$ cat src/rtl/quad_encoder_bank_if.sv
// Encoder pin / snapshot bus for quad_encoder_bank.
// The master drives the raw pins and snap; the slave (the bank) returns the snapshot.
interface quad_encoder_bank_if #(
  parameter int unsigned CHANNELS = 4,
  parameter int unsigned CNT_W    = 8
);
  logic [CHANNELS-1:0]       quad_a;
  logic [CHANNELS-1:0]       quad_b;
  logic [CHANNELS-1:0]       btn_n;
  logic                      snap;
  logic [CHANNELS*CNT_W-1:0] snap_cnt;
  logic [CHANNELS-1:0]       snap_btn;
  logic [CHANNELS-1:0]       snap_err;
  logic [CHANNELS-1:0]       snap_ovf;
  logic                      snap_valid;

  modport master (
    output quad_a, quad_b, btn_n, snap,
    input  snap_cnt, snap_btn, snap_err, snap_ovf, snap_valid
  );

  modport slave (
    input  quad_a, quad_b, btn_n, snap,
    output snap_cnt, snap_btn, snap_err, snap_ovf, snap_valid
  );
endinterface

$ cat src/rtl/quad_encoder_bank.sv
// Multi-channel quadrature encoder + push-button front end with atomic snapshot-and-clear.
// Define QENC_SAT_EN to saturate the step counters instead of wrapping them.
module quad_encoder_bank #(
  parameter int unsigned CHANNELS = 4,
  parameter int unsigned CNT_W    = 8,
  parameter int unsigned DIV_W    = 8,
  parameter int unsigned DEB_LEN  = 3
) (
  input  logic               clk,
  input  logic               reset,
  quad_encoder_bank_if.slave bus
);
  localparam int unsigned NSIG  = 3 * CHANNELS;
  localparam int unsigned RUN_W = 3;
  localparam logic [CNT_W-1:0] CENTER  = {1'b1, {(CNT_W-1){1'b0}}};
  localparam logic [CNT_W-1:0] CNT_MAX = '1;

  // Signal vector layout: A at [c], B at [CHANNELS+c], btn_n at [2*CHANNELS+c]
  logic [NSIG-1:0]                  raw, sync1_q, sync2_q, filt_q, filt_d;
  logic [NSIG-1:0][RUN_W-1:0]       run_q, run_d;
  logic [DIV_W-1:0]                 div_q;
  logic                             tick, primed_q;
  logic [CHANNELS-1:0]              up_d, dn_d, ill_d, up_q, dn_q, ill_q, ovf_evt;
  logic [CHANNELS-1:0]              err_q, ovf_q;
  logic [CHANNELS-1:0][CNT_W-1:0]   cnt_q, cnt_run, cnt_snap;

  assign raw  = {bus.btn_n, bus.quad_b, bus.quad_a};
  assign tick = &div_q;

  // Gray position: 00->0, 01->1, 11->2, 10->3
  function automatic logic [1:0] qpos(input logic a, input logic b);
    return {a, a ^ b};
  endfunction

  always_ff @(posedge clk) begin
    if (reset) begin
      sync1_q  <= '1;
      sync2_q  <= '1;
      div_q    <= '0;
      primed_q <= 1'b0;
      filt_q   <= '1;
      run_q    <= '0;
      up_q     <= '0;
      dn_q     <= '0;
      ill_q    <= '0;
    end else begin
      sync1_q  <= raw;
      sync2_q  <= sync1_q;
      div_q    <= div_q + DIV_W'(1);
      primed_q <= primed_q | tick;
      filt_q   <= filt_d;
      run_q    <= run_d;
      up_q     <= up_d;
      dn_q     <= dn_d;
      ill_q    <= ill_d;
    end
  end

  // Debounce; the first tick after reset loads the filters directly (priming)
  always_comb begin
    filt_d = filt_q;
    run_d  = run_q;
    if (tick) begin
      for (int s = 0; s < int'(NSIG); s++) begin
        if (!primed_q) begin
          filt_d[s] = sync2_q[s];
          run_d[s]  = '0;
        end else if (sync2_q[s] == filt_q[s]) begin
          run_d[s] = '0;
        end else if (run_q[s] == RUN_W'(DEB_LEN - 1)) begin
          filt_d[s] = sync2_q[s];
          run_d[s]  = '0;
        end else begin
          run_d[s] = run_q[s] + RUN_W'(1);
        end
      end
    end
  end

  // Step decode from the old and newly accepted filtered positions
  always_comb begin
    logic [1:0] dpos;
    dpos  = '0;
    up_d  = '0;
    dn_d  = '0;
    ill_d = '0;
    if (tick && primed_q) begin
      for (int c = 0; c < int'(CHANNELS); c++) begin
        dpos = qpos(filt_d[c], filt_d[int'(CHANNELS) + c])
             - qpos(filt_q[c], filt_q[int'(CHANNELS) + c]);
        case (dpos)
          2'd1:    up_d[c]  = 1'b1;
          2'd2:    ill_d[c] = 1'b1;
          2'd3:    dn_d[c]  = 1'b1;
          default: ;
        endcase
      end
    end
  end

  // Next count for a normal cycle and for a snap cycle (re-centre, keep the step)
  always_comb begin
    cnt_run  = cnt_q;
    cnt_snap = {CHANNELS{CENTER}};
    ovf_evt  = '0;
    for (int c = 0; c < int'(CHANNELS); c++) begin
      ovf_evt[c] = (up_q[c] && (cnt_q[c] == CNT_MAX)) || (dn_q[c] && (cnt_q[c] == '0));
      if (up_q[c]) begin
        cnt_run[c]  = cnt_q[c] + CNT_W'(1);
        cnt_snap[c] = CENTER + CNT_W'(1);
      end else if (dn_q[c]) begin
        cnt_run[c]  = cnt_q[c] - CNT_W'(1);
        cnt_snap[c] = CENTER - CNT_W'(1);
      end
`ifdef QENC_SAT_EN
      if (ovf_evt[c]) cnt_run[c] = cnt_q[c];
`else
`endif
    end
  end

  always_ff @(posedge clk) begin
    if (reset) begin
      cnt_q          <= {CHANNELS{CENTER}};
      err_q          <= '0;
      ovf_q          <= '0;
      bus.snap_cnt   <= {CHANNELS{CENTER}};
      bus.snap_btn   <= '0;
      bus.snap_err   <= '0;
      bus.snap_ovf   <= '0;
      bus.snap_valid <= 1'b0;
    end else begin
      bus.snap_valid <= bus.snap;
      if (bus.snap) begin
        bus.snap_cnt <= cnt_q;
        bus.snap_btn <= ~filt_q[2*CHANNELS +: CHANNELS];
        bus.snap_err <= err_q;
        bus.snap_ovf <= ovf_q;
        cnt_q        <= cnt_snap;
        err_q        <= ill_q;
        ovf_q        <= ovf_evt;
      end else begin
        cnt_q <= cnt_run;
        err_q <= err_q | ill_q;
        ovf_q <= ovf_q | ovf_evt;
      end
    end
  end
endmodule
$ cat src/flat_wrapper.sv
// flat-port wrapper written by rule: the top's interface ports become plain ports
module quad_encoder_bank_flat 
#(
  parameter int unsigned CHANNELS = 4,
  parameter int unsigned CNT_W    = 8,
  parameter int unsigned DIV_W    = 8,
  parameter int unsigned DEB_LEN  = 3
)
  (clk, reset, bus_quad_a, bus_quad_b, bus_btn_n, bus_snap, bus_snap_cnt, bus_snap_btn, bus_snap_err, bus_snap_ovf, bus_snap_valid);
  quad_encoder_bank_if #(.CHANNELS(CHANNELS), .CNT_W(CNT_W)) bus_i ();
  input  logic clk;
  input  logic reset;
  input wire logic [$bits(bus_i.quad_a)-1:0] bus_quad_a;
  input wire logic [$bits(bus_i.quad_b)-1:0] bus_quad_b;
  input wire logic [$bits(bus_i.btn_n)-1:0] bus_btn_n;
  input wire logic [$bits(bus_i.snap)-1:0] bus_snap;
  output wire logic [$bits(bus_i.snap_cnt)-1:0] bus_snap_cnt;
  output wire logic [$bits(bus_i.snap_btn)-1:0] bus_snap_btn;
  output wire logic [$bits(bus_i.snap_err)-1:0] bus_snap_err;
  output wire logic [$bits(bus_i.snap_ovf)-1:0] bus_snap_ovf;
  output wire logic [$bits(bus_i.snap_valid)-1:0] bus_snap_valid;
  assign bus_i.quad_a = bus_quad_a;
  assign bus_i.quad_b = bus_quad_b;
  assign bus_i.btn_n = bus_btn_n;
  assign bus_i.snap = bus_snap;
  assign bus_snap_cnt = bus_i.snap_cnt;
  assign bus_snap_btn = bus_i.snap_btn;
  assign bus_snap_err = bus_i.snap_err;
  assign bus_snap_ovf = bus_i.snap_ovf;
  assign bus_snap_valid = bus_i.snap_valid;
  quad_encoder_bank #(.CHANNELS(CHANNELS), .CNT_W(CNT_W), .DIV_W(DIV_W), .DEB_LEN(DEB_LEN)) u_core (.clk(clk), .reset(reset), .bus(bus_i));
endmodule
$ cat config.mk
export PLATFORM = sky130hd
export DESIGN_NAME = quad_encoder_bank_flat
export DESIGN_NICKNAME = d
export VERILOG_FILES = /design/src/rtl/quad_encoder_bank_if.sv /design/src/rtl/quad_encoder_bank.sv /design/src/flat_wrapper.sv
export SDC_FILE = /design/constraint.sdc
export NUM_CORES = 1
export LEC_CHECK = 0
export BUFFER_PORTS_ARGS = -buffer_cell sky130_fd_sc_hd__buf_2
export CAP_MARGIN = 15
export CORE_UTILIZATION = 30
export DETAILED_ROUTE_END_ITERATION = 12
export GPL_ROUTABILITY_DRIVEN = 0
export PLACE_DENSITY = 0.52
export SYNTH_ARGS = -nofsm -noshare
export SYNTH_HDL_FRONTEND = slang
export SYNTH_SLANG_ARGS = --single-unit
$ cat constraint.sdc
create_clock -name clk -period 6.7 [get_ports clk]
set_input_delay 0.335 -clock clk [delete_from_list [all_inputs] [get_ports clk]]
set_output_delay 0.335 -clock clk [all_outputs]
set_load 0.1 [all_outputs]
# [Yosys cells after proc, flatten, opt, wreduce, memory -nomap -nowiden]
# Cells that the tools add are included.
[totals] output_inout_bits=45 in_bits=15 elab_cells=252 reg_bits=178
[classes] n_bitwise=13 reduce_logical=27 n_mux=104 n_eq_ne=48 n_addsub=25
[ops] cell="8-bit two-way mux" n=17
[ops] cell="3-bit two-way mux" n=36
[ops] cell="1-bit two-way mux" n=48
[ops] cell="8-bit by 1-bit adder with 8-bit output, second input constant" n=5
[ops] cell="10-bit AND reduction" n=4
[ops] cell="3-bit by 1-bit adder with 3-bit output, second input constant" n=12
[ops] cell="3-bit by 2-bit equality test with 1-bit output, second input constant" n=12
[ops] cell="8-bit equality test, second input constant" n=4
[ops] cell="8-bit zero test" n=4
[ops] cell="32-bit two-way mux" n=1
[ops] cell="8-bit by 1-bit subtractor with 8-bit output, second input constant" n=4
[ops] cell="2-bit equality test, second input constant" n=8
[ops] cell="2-bit != test, second input constant" n=8
[ops] cell="1-bit equality test" n=12
[ops] cell="3-bit nonzero test" n=4
[ops] cell="1-bit logical AND" n=9
[ops] cell="2-bit by 1-bit equality test with 1-bit output, second input constant" n=4
[ops] cell="4-bit two-way mux" n=2
[ops] cell="4-bit OR" n=2
[ops] cell="8-bit AND reduction" n=1
[ops] cell="2-bit subtractor" n=4
[ops] cell="1-bit XOR" n=8
[ops] cell="1-bit logical OR" n=4
[ops] cell="4-bit inverter" n=1
[ops] cell="3 further kinds" n=3

# [Longest topological paths before layout]
[logic_depth] ltp_word=9 ltp_mapped=10 mapped_depth_nobuf=9

# [Worst setup path before layout]
# No wires, ideal clock.
[synth_path] kind="reg2reg" from="reg u_core.div_q[0]" to="reg u_core.dn_q[2]" t_arrival_ps=2019 period_less_slack_ps=2099 n_path_buf=1 setup_time_ps=80 path_stages_with_launch=11 setup_slack_ps=4601 required_time_ps=6620 path_cell_list="dfxtp_1 > ha_1 > and3_1 > nand2_1 > buf_2 > a21oi_1 > mux2i_1 > xnor2_1 > ha_1 > xnor2_1 > nor3b_1"
[synth_via] elab_chain_len=6 word_cells_on_any_way=9 cone_classes="1 x add/sub; 1 x eq/ne; 2 x mux; 2 x bitwise; 3 x reduce/logical"
[synth_lines] element="from (decl)" line="quad_encoder_bank.sv:21" text="logic [DIV_W-1:0] div_q;"
[synth_lines] element="from (signal assigned)" line="quad_encoder_bank.sv:49" text="div_q <= div_q + DIV_W'(1);"
[synth_lines] element="8-bit AND reduction (*)" line="quad_encoder_bank.sv:28" text="assign tick = &div_q;"
[synth_lines] element="8-bit two-way mux" line="quad_encoder_bank.sv:63" text="if (tick) begin"
[synth_lines] element="1-bit XOR" line="quad_encoder_bank.sv:32" text="return {a, a ^ b};"
[synth_lines] element="2-bit subtractor" line="quad_encoder_bank.sv:90" text="- qpos(filt_q[c], filt_q[int'(CHANNELS) + c]);"
[synth_lines] element="2-bit equality test" line="quad_encoder_bank.sv:91" text="case (dpos)"
[synth_lines] element="1-bit two-way mux" line="quad_encoder_bank.sv:91"
[synth_lines] element="to (signal assigned)" line="quad_encoder_bank.sv:54" text="dn_q <= dn_d;"
[synth_lines] element="to (decl)" line="quad_encoder_bank.sv:23" text="logic [CHANNELS-1:0] up_d, dn_d, ill_d, up_q, dn_q, ill_q, ovf_evt;"
# Mark *: on every way between the ends. The rest lies on a longest branch, timed or not.
# A chain may end at the register's enable or synchronous reset.

# [Final worst setup path]
[layout_path] from="reg u_core.div_q[0]" to="reg u_core.dn_q[1]"
# The elaborated chain is that of the path after synthesis.

==> impl_metrics.tcl <==
set metrics [dict create \
    status "completed" \
    cts_tree "yes" \
    synth_area_leaders "dfxtp_1, mux2i_1, a21oi_1" \
    finalSetupViolCount 0 \
    area_growth_pct 14.3 \
    path_class "reg2reg" \
    yosysTopAreaCell "dfxtp_1" \
    num-fill-cells 2802 \
    die_x_um 168 \
    cts_max_level 4 \
    drtPass1Iterations 4 \
    root_buffer "clkbuf_16" \
    post-cts-setup-buffer-count 0 \
    slew_headroom 0.311 \
    first_global_vias 6491 \
    die_y_um 168 \
    yosysSeqAreaShare 0.430 \
    synthCells 958 \
    start_util 0.307 \
    tns_ps 0 \
    start_kind "flop" \
    grt_pass1_wl_um 32000 \
    synth_nets 1006 \
    cts_hold_buf 0 \
    max_stage_delay_ps 350 \
    stdcell_area_mm2 0.00947 \
    overflow 0 \
    core_mm2 0.0270 \
    synth_cell_types 58 \
    wl_per_cell_um 14.1 \
    path_cells "ha_1 > and3_1 > nand2_1 > buf_4 > a21oi_1 > mux2i_1 > xnor2_1 > ha_1 > xnor2_1 > nor3b_1" \
    p_leak_nw 3.65 \
    wirelength_um 19000 \
    die-area_mm2 0.0283 \
    clock_latency_ps 430 \
    fin_crit_sh 0.373 \
    drive_above_1_share 0.129 \
    utilization 0.351 \
    endpoint_kind "flop" \
    dp_hpwl_um 12300 \
    rsz0062_at_grt "false" \
    rows 60 \
    max_cap_viol_count 0 \
    pwr_density_cell_mw_per_mm2 230 \
    worst_ep_required_time_ps 7030 \
    finalHoldViolations 0 \
    critical_path.max_fanout 38 \
    cts.path.max_buffers 2 \
    drc 0 \
    clock_skew_ps 11.2 \
    critPathArrivalTime_ps 2830 \
    ir_drop_mv 0.159 \
    cts_made_buffers 17 \
    syn_area_per_cell_um2 8.65 \
    synth_edf_count 0 \
    diodes 0 \
    vias_per_cell 4.96 \
    ant_nets 0 \
    globalRouteTotalUtil 0.139 \
    hold_path.class "in2reg" \
    synth.top_cell.area_share 0.430 \
    io_buffers 59 \
    grt_start_max_net_pins 94 \
    cts-resized-gates 0 \
    vias 6693 \
    ys.flop_type "dfxtp_1" \
    async_flop_share 0 \
    ys_warn_count 0 \
    ys_ff_latch 178 \
    slew_violations 0 \
    cts.clk_slew.worst_paths_ps 70 \
    syn_area_mm2 0.00828 \
    clkSinkCount 178 \
    tightest_slew_ps 1030 \
    num_io_pins 60 \
    placed_cell_area_mm2 0.00886 \
    nets 1044 \
    fmax_ghz 0.400 \
    cp_slowest_cell "dfxtp_1" \
    dr.first_iter.drc_count 390 \
    antenna_found_initial 0 \
    finalCriticalPeriod_ps 2500 \
]
==> area by class of cell <==
| type | instances | area [µm²] | area share |
|---|---|---|---|
| multi-input combinational | 716 | 4460 | 0.471 |
| timing repair buffer | 64 | 338 | 0.0357 |
| tap | 341 | 427 | 0.0450 |
| clock buffer | 17 | 425 | 0.0449 |
| clock inverter | 14 | 189 | 0.0199 |
| inverter | 19 | 71.3 | 0.00753 |
| sequential | 178 | 3560 | 0.376 |
==> cells in the final DEF (no fill, tap or decap), types with 8 or more instances in the layout <==
master,Yosys,routed
nor3_1,25,25
and3_1,13,13
xnor2_1,27,27
dfxtp_1,178,178
nand2b_1,9,9
ha_1,29,29
mux2i_1,54,54
clkbuf_16,0,17
buf_2,11,57
a21oi_1,93,93
a211oi_1,13,13
nand2_1,101,101
a21o_1,8,8
xor2_1,24,24
a31oi_1,18,18
inv_1,18,18
o21ai_0,35,35
nand3_1,28,28
o211ai_1,9,9
nand4_1,8,8
nor2_1,118,118
or2_2,24,24
==> per-stage QoR <==
stage / hold slack (ps) / power [mW] / setup WS [ps] / std cells
after floorplan: 389 / 1.14 / 4600 / 958
after global placement: 396 / 1.16 / 4280 / 1318
after detailed placement: 397 / 1.16 / 4220 / 1318
after CTS: 70.0 / 2.21 / 4180 / 1349
after global routing: 74.2 / 2.26 / 3960 / 1349
final: 85.7 / 2.18 / 4200 / 1349
==> power breakdown <==
| part | total (mW) | internal [mW] | switching (mW) |
|---|---|---|---|
| clock | 1.04 | 0.622 | 0.423 |
| sequential | 1.07 | 1.07 | 0.00499 |
| combinational | 0.0611 | 0.0186 | 0.0424 |
| total | 2.18 | 1.71 | 0.470 |
==> cell families (layout without fill, tap and decap cells) <==
kind of cell	after synthesis	after routing	share of synthesized area
fa+ha+maj	33	33	0.0535
simple gates	368	368	0.212
xor+xnor	51	51	0.0539
flops	178	178	0.430
buf+inv	64	114	0.0316
compound gates	210	210	0.154
mux	54	54	0.0652
==> flip-flops by register name, summed over array words and instances, names as in the netlist, 8 cells and up <==
| register | flops |
|---|---|
| u_core.cnt_q | 32 |
| u_core.sync1_q | 12 |
| u_core.div_q | 8 |
| u_core.sync2_q | 12 |
| u_core.bus.snap_cnt | 32 |
| u_core.run_q | 36 |
| u_core.filt_q | 12 |
==> critical path: cells and delay by family (launching register included) <==
family | cells | cell delay (ps)
simple gates | 3 | 510
fa+ha+maj | 2 | 430
flops | 1 | 350
xor+xnor | 2 | 350
mux | 1 | 310
buf+inv | 1 | 250
compound gates | 1 | 190
==> layer usage <==
layer	routed length, µm	GRT usage
met1	9600	0.181
met2	8720	0.231
met3	452	0.0291
met4	184	0.0372
met5	0	0
==> synthesized netlist by cell type (4+ instances only) <==
cell type and number:
a211oi_1 13, a21o_1 8, a21oi_1 93, a31o_2 4
a31oi_1 18, a41oi_1 6, and3_1 13, buf_2 11
clkbuf_1 29, dfxtp_1 178, fa_1 4, ha_1 29
inv_1 18, mux2i_1 54, nand2_1 101, nand2b_1 9
nand3_1 28, nand4_1 8, nand4b_1 4, nor2_1 118
nor3_1 25, nor3b_1 4, nor4_1 6, o211ai_1 9
o21ai_0 35, o31ai_1 5, or2_2 24, or3_1 7
xnor2_1 27, xor2_1 24
==> worst paths after layout <==
kind | cells after the start | start | slack, ps | endpoint
hold / removal | 2 | bus_btn_n[1] | 90 | u_core.sync1_q[9]
hold reg to reg | 1 | u_core.sync1_q[8] | 410 | u_core.sync2_q[8]
setup / recovery | 10 | u_core.div_q[0] | 4200 | u_core.dn_q[1]
setup reg to reg | 10 | u_core.div_q[0] | 4200 | u_core.dn_q[1]
(Power assumes the default switching activity.)
